File: src/rtl/acc_pkg.sv
// Shared types and helpers for the accumulator-bank sequencer.
package acc_pkg;

    typedef enum logic [2:0] {
        S_IDLE,
        S_ACC,
        S_DRAIN,
        S_FLUSH,
        S_DONE
    } state_t;

    // One skew-pipe token: write this column's FIFO, optionally with a zero psum.
    typedef struct packed {
        logic en;
        logic zero;
    } token_t;

    // Ceiling log2, never below 1 so a depth-1 FIFO still gets a 1-bit counter.
    function automatic int clog2(input int n);
        int r;
        r = 0;
        for (int i = 0; i < 31; i++) begin
            if ((1 << i) < n) r = i + 1;
        end
        return (r < 1) ? 1 : r;
    endfunction

endpackage

File: src/rtl/acc_skew_pipe.sv
// Token skew pipe: stage j carries the token injected j+1 cycles ago, so each
// SA column sees its write enable one cycle after its left neighbour.
module acc_skew_pipe
    import acc_pkg::*;
#(
    parameter int PE_SIZE = 4
) (
    input  logic                  clk,
    input  logic                  rst_n,
    input  token_t                inject,
    output token_t [PE_SIZE-1:0]  stage
);

    // Shift tokens one column to the right each cycle.
    always_ff @(posedge clk) begin
        if (!rst_n) begin
            stage <= '0;
        end else begin
            stage[0] <= inject;
            for (int j = 1; j < PE_SIZE; j++) begin
                stage[j] <= stage[j-1];
            end
        end
    end

endmodule

File: src/rtl/acc_ctrl.sv
// Accumulator-bank sequencer: counts rows/passes of SA output, then drains the
// per-column FIFOs with zero rows (leaving them zeroed for the next job).
module acc_ctrl
    import acc_pkg::*;
#(
    parameter int PE_SIZE    = 4,
    parameter int FIFO_DEPTH = 4,
    parameter int KTILE_W    = 8
) (
    input  logic               clk,
    input  logic               rst_n,
    input  logic               start_i,
    input  logic [KTILE_W-1:0] ktile_num_i,
    input  logic               sa_valid_i,
    output logic [PE_SIZE-1:0] psum_en_o,
    output logic [PE_SIZE-1:0] psum_zero_o,
    output logic [PE_SIZE-1:0] ofmap_valid_o,
    output logic               last_pass_o,
    output logic               busy_o,
    output logic               done_o,
    output logic               ovf_err_o
);

    localparam int              ROW_W    = clog2(FIFO_DEPTH);
    localparam logic [ROW_W-1:0] ROW_LAST = ROW_W'(FIFO_DEPTH - 1);

    state_t               state, state_nxt;
    logic [ROW_W-1:0]     row_cnt;
    logic [KTILE_W-1:0]   pass_cnt, pass_max;
    token_t               inject;
    token_t [PE_SIZE-1:0] stage;
    logic                 row_last, final_pass, accept, inflight;

    assign accept     = (state == S_IDLE) && start_i;
    assign row_last   = (row_cnt == ROW_LAST);
    assign final_pass = (pass_cnt == pass_max);

    acc_skew_pipe #(.PE_SIZE(PE_SIZE)) u_skew (
        .clk    (clk),
        .rst_n  (rst_n),
        .inject (inject),
        .stage  (stage)
    );

    // Tokens still short of the last column; once only the last stage can hold
    // one, the job finishes next cycle together with that final write.
    always_comb begin
        inflight = 1'b0;
        for (int j = 0; j < PE_SIZE - 1; j++) begin
            inflight = inflight | stage[j].en;
        end
    end

    // State register.
    always_ff @(posedge clk) begin
        if (!rst_n) state <= S_IDLE;
        else        state <= state_nxt;
    end

    // Next-state logic.
    always_comb begin
        state_nxt = state;
        case (state)
            S_IDLE:  if (start_i) state_nxt = S_ACC;
            S_ACC:   if (sa_valid_i && row_last && final_pass) state_nxt = S_DRAIN;
            S_DRAIN: if (row_last) state_nxt = S_FLUSH;
            S_FLUSH: if (!inflight) state_nxt = S_DONE;
            S_DONE:  state_nxt = S_IDLE;
            default: state_nxt = S_IDLE;
        endcase
    end

    // FSM outputs, including the token injected into column 0 this cycle.
    always_comb begin
        inject      = '0;
        busy_o      = (state != S_IDLE);
        done_o      = 1'b0;
        last_pass_o = 1'b0;
        case (state)
            S_ACC: begin
                last_pass_o = final_pass;
                inject.en   = sa_valid_i;
            end
            S_DRAIN: begin
                inject.en   = 1'b1;
                inject.zero = 1'b1;
            end
            S_DONE:  done_o = 1'b1;
            default: ;
        endcase
    end

    // Row / pass counters; the drain reuses row_cnt to emit exactly FIFO_DEPTH rows.
    always_ff @(posedge clk) begin
        if (!rst_n) begin
            row_cnt  <= '0;
            pass_cnt <= '0;
            pass_max <= '0;
        end else begin
            case (state)
                S_IDLE: if (start_i) begin
                    pass_max <= (ktile_num_i == '0) ? '0 : ktile_num_i - KTILE_W'(1);
                    pass_cnt <= '0;
                    row_cnt  <= '0;
                end
                S_ACC: if (sa_valid_i) begin
                    if (row_last) begin
                        row_cnt  <= '0;
                        pass_cnt <= pass_cnt + KTILE_W'(1);
                    end else begin
                        row_cnt  <= row_cnt + ROW_W'(1);
                    end
                end
                S_DRAIN: row_cnt <= row_last ? '0 : row_cnt + ROW_W'(1);
                default: ;
            endcase
        end
    end

    // Sticky flag for SA rows arriving when no pass is open; a new job clears it.
    always_ff @(posedge clk) begin
        if (!rst_n)                              ovf_err_o <= 1'b0;
        else if (accept)                         ovf_err_o <= 1'b0;
        else if (sa_valid_i && state != S_ACC)   ovf_err_o <= 1'b1;
    end

    // Per-column accumulator controls straight from the skew stages.
    always_comb begin
        psum_en_o     = '0;
        psum_zero_o   = '0;
        ofmap_valid_o = '0;
        for (int j = 0; j < PE_SIZE; j++) begin
            psum_en_o[j]     = stage[j].en;
            psum_zero_o[j]   = stage[j].en & stage[j].zero;
            ofmap_valid_o[j] = stage[j].en & stage[j].zero;
        end
    end

endmodule

File: config.mk
export PLATFORM = sky130hd
export DESIGN_NAME = acc_ctrl
export DESIGN_NICKNAME = d
export VERILOG_FILES = /design/src/rtl/acc_pkg.sv /design/src/rtl/acc_skew_pipe.sv /design/src/rtl/acc_ctrl.sv
export SDC_FILE = /design/constraint.sdc
export NUM_CORES = 1
export LEC_CHECK = 0
export ABC_AREA = 1
export BUFFER_PORTS_ARGS = -buffer_cell sky130_fd_sc_hd__buf_4
export CAP_MARGIN = 25
export CORE_MARGIN = 2
export CORE_UTILIZATION = 59
export DETAILED_ROUTE_END_ITERATION = 8
export PLACE_DENSITY_LB_ADDON = 0.2
export SLEW_MARGIN = 20
export SYNTH_ARGS = -nofsm -noshare
export SYNTH_HDL_FRONTEND = slang
export SYNTH_HIERARCHICAL = 1
export SYNTH_SLANG_ARGS = --single-unit
File: constraint.sdc
create_clock -name clk -period 3.7 [get_ports clk]
set_clock_uncertainty 0.1 [all_clocks]
set_input_delay 0.555 -clock clk [delete_from_list [all_inputs] [get_ports clk]]
set_output_delay 0.555 -clock clk [all_outputs]
set_load 0.1 [all_outputs]
* After elaboration in Yosys (flattened, before gate mapping)
Cells that the tools add are included.
** Word-level totals
- Bits in registers :: 30
- Input bits :: 12
- Output and inout port bits :: 16
- Logic and storage cells :: 68
** Operators by class
- $add $sub $neg :: 3
- Equal/unequal tests :: 13
- Multiplexer cells :: 18
- Bitwise logic cells :: 7
- Reductions and logical operators :: 14
** Operators by type and width (count)
- $mux 8 :: 4
- $pmux 8 s2 :: 1
- $mux 3 :: 4
- $ne 2x2->1 const B :: 6
- $pmux 3 s4 :: 1
- $add 8x1->8 const B :: 1
- $eq 8x8->1 :: 1
- $logic_not 8->1 :: 1
- $reduce_and 4->1 :: 2
- $sub 8x1->8 const B :: 1
- $eq 3x2->1 const B :: 2
- $mux 2 :: 3
- $pmux 2 s3 :: 1
- $reduce_bool 3->1 :: 2
- $and 1x1->1 :: 4
- $logic_and 1x1->1 :: 4
- $eq 3x1->1 const B :: 1
- $eq 3x3->1 const B :: 1
- $logic_not 3->1 :: 1
- $mux 1 :: 3
- $ne 3x1->1 const B :: 1
- $reduce_and 3->1 :: 1
- $add 2x1->2 const B :: 1
- $eq 2x2->1 const B :: 1
- 6 further kinds :: 7

* Longest topological paths before layout
- Depth in word-level cells :: 5
- Depth in mapped cells :: 12
- Depth with buffers taken out :: 11

* Hierarchy
The synthesis kept the hierarchy.
** By module, submodules not included
- acc_ctrl :: instances 1, cells each 209, area an instance 1383.8 um^2, sequential area each 440.4 um^2
- acc_skew_pipe :: instances 1, cells each 25, area an instance 225.2 um^2, sequential area each 160.2 um^2

* Worst setup path before layout
OpenSTA, ideal clock, no wires.
- Kind :: reg-to-output
- Start :: register state[2]
- End :: output port done_o
- Arrival time :: 2.434 ns
- Required time :: 3.045 ns
- Path slack :: 0.611 ns
- Stages on the path, launching flop included :: 3
- Buffers on the path :: 0
- Cell sequence :: dfxtp_1 inv_1 nor3_1
** Between the ends
- Longest elaborated chain between the ends :: 2
** Ends and longest elaborated chain
- start, declared :: line acc_ctrl.sv:27 : state_t state, state_nxt;
- start signal, assigned :: line acc_ctrl.sv:57 : else state <= state_nxt;
- $eq 3x3->1 :: line acc_ctrl.sv:79 : case (state)
- $mux 1 :: line acc_ctrl.sv:79
- end, declared :: line acc_ctrl.sv:20 : output logic done_o,
No other way between the ends.

* Worst setup path in the final report
- Start :: register pass_cnt[3]
- End :: output port last_pass_o
** Between the ends
- Longest elaborated chain between the ends :: 2
** Ends and longest elaborated chain
- start, declared :: line acc_ctrl.sv:29 : logic [KTILE_W-1:0] pass_cnt, pass_max;
- start signal, assigned :: line acc_ctrl.sv:109 : pass_cnt <= pass_cnt + KTILE_W'(1);
- $eq 8x8->1 :: line acc_ctrl.sv:36 : assign final_pass = (pass_cnt == pass_max);
- $mux 1 :: line acc_ctrl.sv:79
- end, declared :: line acc_ctrl.sv:18 : output logic last_pass_o,
No other way between the ends.

==> reports/summary.txt <==
Status: finished, final reports clean
EDFF count, synth: 0
Avg Cell Area, Syn: 6.88 sq um
Wire length per cell: 10.7 um
Drt via density: 4.87
Area of the multi-input gates: 812 sq um
Final min period: 2.18 ns
Ys async rst share: 0%
Count of unique library cells instantiated by Yosys: 31
Hold slack final: 0.330 ns
Tot GR Track Use: 22.0%
Placed cell areas: 1800 sq um
Iter 0 DRT Violations: 43
Tot Pwr: 0.00119 W
Total routed wirelength: 3.13 mm
Share of layout cells above drive strength 1: 18.3%
Post-synthesis cell area: 1610 sq um
Row count: 18
Detail Placement HPWL: 2.45 mm
IO Pins: 28
Vias in the first global route: 1239
Slew @ Worst Pin: 0.353 ns
Ys Warns: 6
Worst-path clk slew: 0.11 ns
Max-slew headroom: 76.4%
Top FF cell, synth: dfxtp_1
Most common cell after layout, fill and taps aside: nand2_1
Crit path launch type: register
Hold Crit Class: register to register
Crit path DAT: 1.52 ns
Clk buf depth: 2
VDD IR max: 0.462 mV
Global-route wire length before repair: 5.33 mm
Final setup TNS: 0 ns
CTS tree: built
Fmax: 460 MHz
Setup crit end kind: output pin
Initial antenna violation count: 0
Max-Cap Viols: 0
RSZ-0062 raised after global routing: false
Final setup fails: 0
Clock Tree Root: clkbuf_4
Worst Path Required: 3.04 ns
Initial Util: 63.8%
Cts repair resizes: 0
Layout area overhead: 15.8%
Core area: 2520 sq um
Largest net degree at the start of global routing: 16
Post-route cell area: 1860 sq um
Cells after synthesis: 234
Syn Nets: 250
Top cell type's share of synthesized area: 37.3%
LEAKAGE: 0.963 nW
Routed Antenna Nets: 0
I/O Buffers: 27
CTS sink cnt: 30
Largest area contributor in the synthesized netlist: dfxtp_1
Final Max Slew Viols: 0
CTS Buf Count: 5
Worst-Skew Late Latency: 0.34 ns
Antenna fix cells: 0
#FFs+latches synth: 30
TritonRoute pass-1 iters: 4
Die height: 56.2 um
Critical path peak fanout: 5
Storage element area: 601 sq um
Die width: 56.2 um
Fin. Hold Viols: 0
Final nets: 277
Power Density: 638 nW/um^2
Fillers: 223
Most frequent cells in the layout: nand2_1 (60), inv_1 (36), nor2_1 (32), dfxtp_1 (30), buf_4 (27)
Total gr overflow: 0
Final critical-path share of the clock period: 58.8%
Die area: 3160 sq um
Placed cell count: 284
Register area share after synthesis: 37.3%
Post-CTS Setup Inserts: 0
GP Congestion: 0.898
Synth area leaders: dfxtp_1 (37%), nand2_1 (14%), inv_1 (8.4%)
Critical setup path kind: register to output pin
Via count: 1423
# H-tree levels: 2
Post-CTS Hold Fix Bufs: 0
Drt drc: 0
Layout Cells excl Fill: 292
[state kept, by name, summed over array words and instances (netlist names)]
| signal | cells |
|---|---|
| pass_max | 8 |
| row_cnt | 2 |
| ovf_err_o | 1 |
| pass_cnt | 8 |
| u_skew/stage | 8 |
| state | 3 |
[synth_stat cells (3+ instances only)]
master,number
nand2_1,60
inv_1,36
nor2_1,32
dfxtp_1,30
nand3_1,11
a21oi_1,8
o21ai_0,7
xnor2_1,7
buf_4,4
ha_1,4
o21ai_1,4
xor2_1,4
a22oi_1,3
inv_2,3
nand2_2,3
[final timing paths]
check | startpoint | end | slack (ns) | depth (start not counted)
hold reg to reg | u_skew/stage[4] | u_skew/stage[6] | 0.33 | 2
setup reg to reg | state[0] | pass_cnt[2] | 2.00 | 10
hold / removal | u_skew/stage[4] | u_skew/stage[6] | 0.33 | 2
setup / recovery | pass_cnt[3] | last_pass_o | 1.52 | 6
[layer usage]
metal,vias up,global-route usage [%],share of wire (%)
met1,617,28.6,49
met2,30,33.6,46
met5,-,0,0
li1,770,-,-
met3,6,4.88,4.1
met4,0,12.2,1.7
[where the power goes]
| part | internal (W) | switching [W] |
|---|---|---|
| combinational | 0.000154 | 0.000407 |
| sequential | 0.000374 | 0.0000433 |
| clock | 0.0000912 | 0.000119 |
| total | 0.000620 | 0.000570 |
[area by class of cell]
class / instances / share of cell area [%]
Tap cell: 30 / 2.01
Sequential cell: 30 / 32.2
Timing Repair Buffer: 27 / 10.9
Inverter: 39 / 7.86
Clock inverter: 2 / 0.672
Clock buffer: 6 / 2.75
Multi-Input combinational cell: 158 / 43.6
[cell families after synthesis]
group           count (synthesis)  synth area share [%]
buf+inv                        46                  12.2
simple gates                  115                  30.2
compound gates                 28                  11.2
flops                          30                  37.3
fa+ha+maj                       4                  3.11
xor+xnor                       11                  5.99
[worst max-delay path: stages, from the launching register on]
cell and delay [ns]:
dfxtp_1 0.43, xnor2_1 0.14, nand2_1 0.07, nor2_1 0.08
nand2_1 0.09, nor2_1 0.09, buf_4 0.30
[through the flow]
stage                     util (%)  setup WS [ns]
after floorplan                  -          0.611
after global placement        71.3           1.91
after detailed placement      71.3           1.89
after CTS                     73.9           1.51
after global routing          73.9           1.32
final                         73.9           1.52
(Power assumes the default switching activity.)
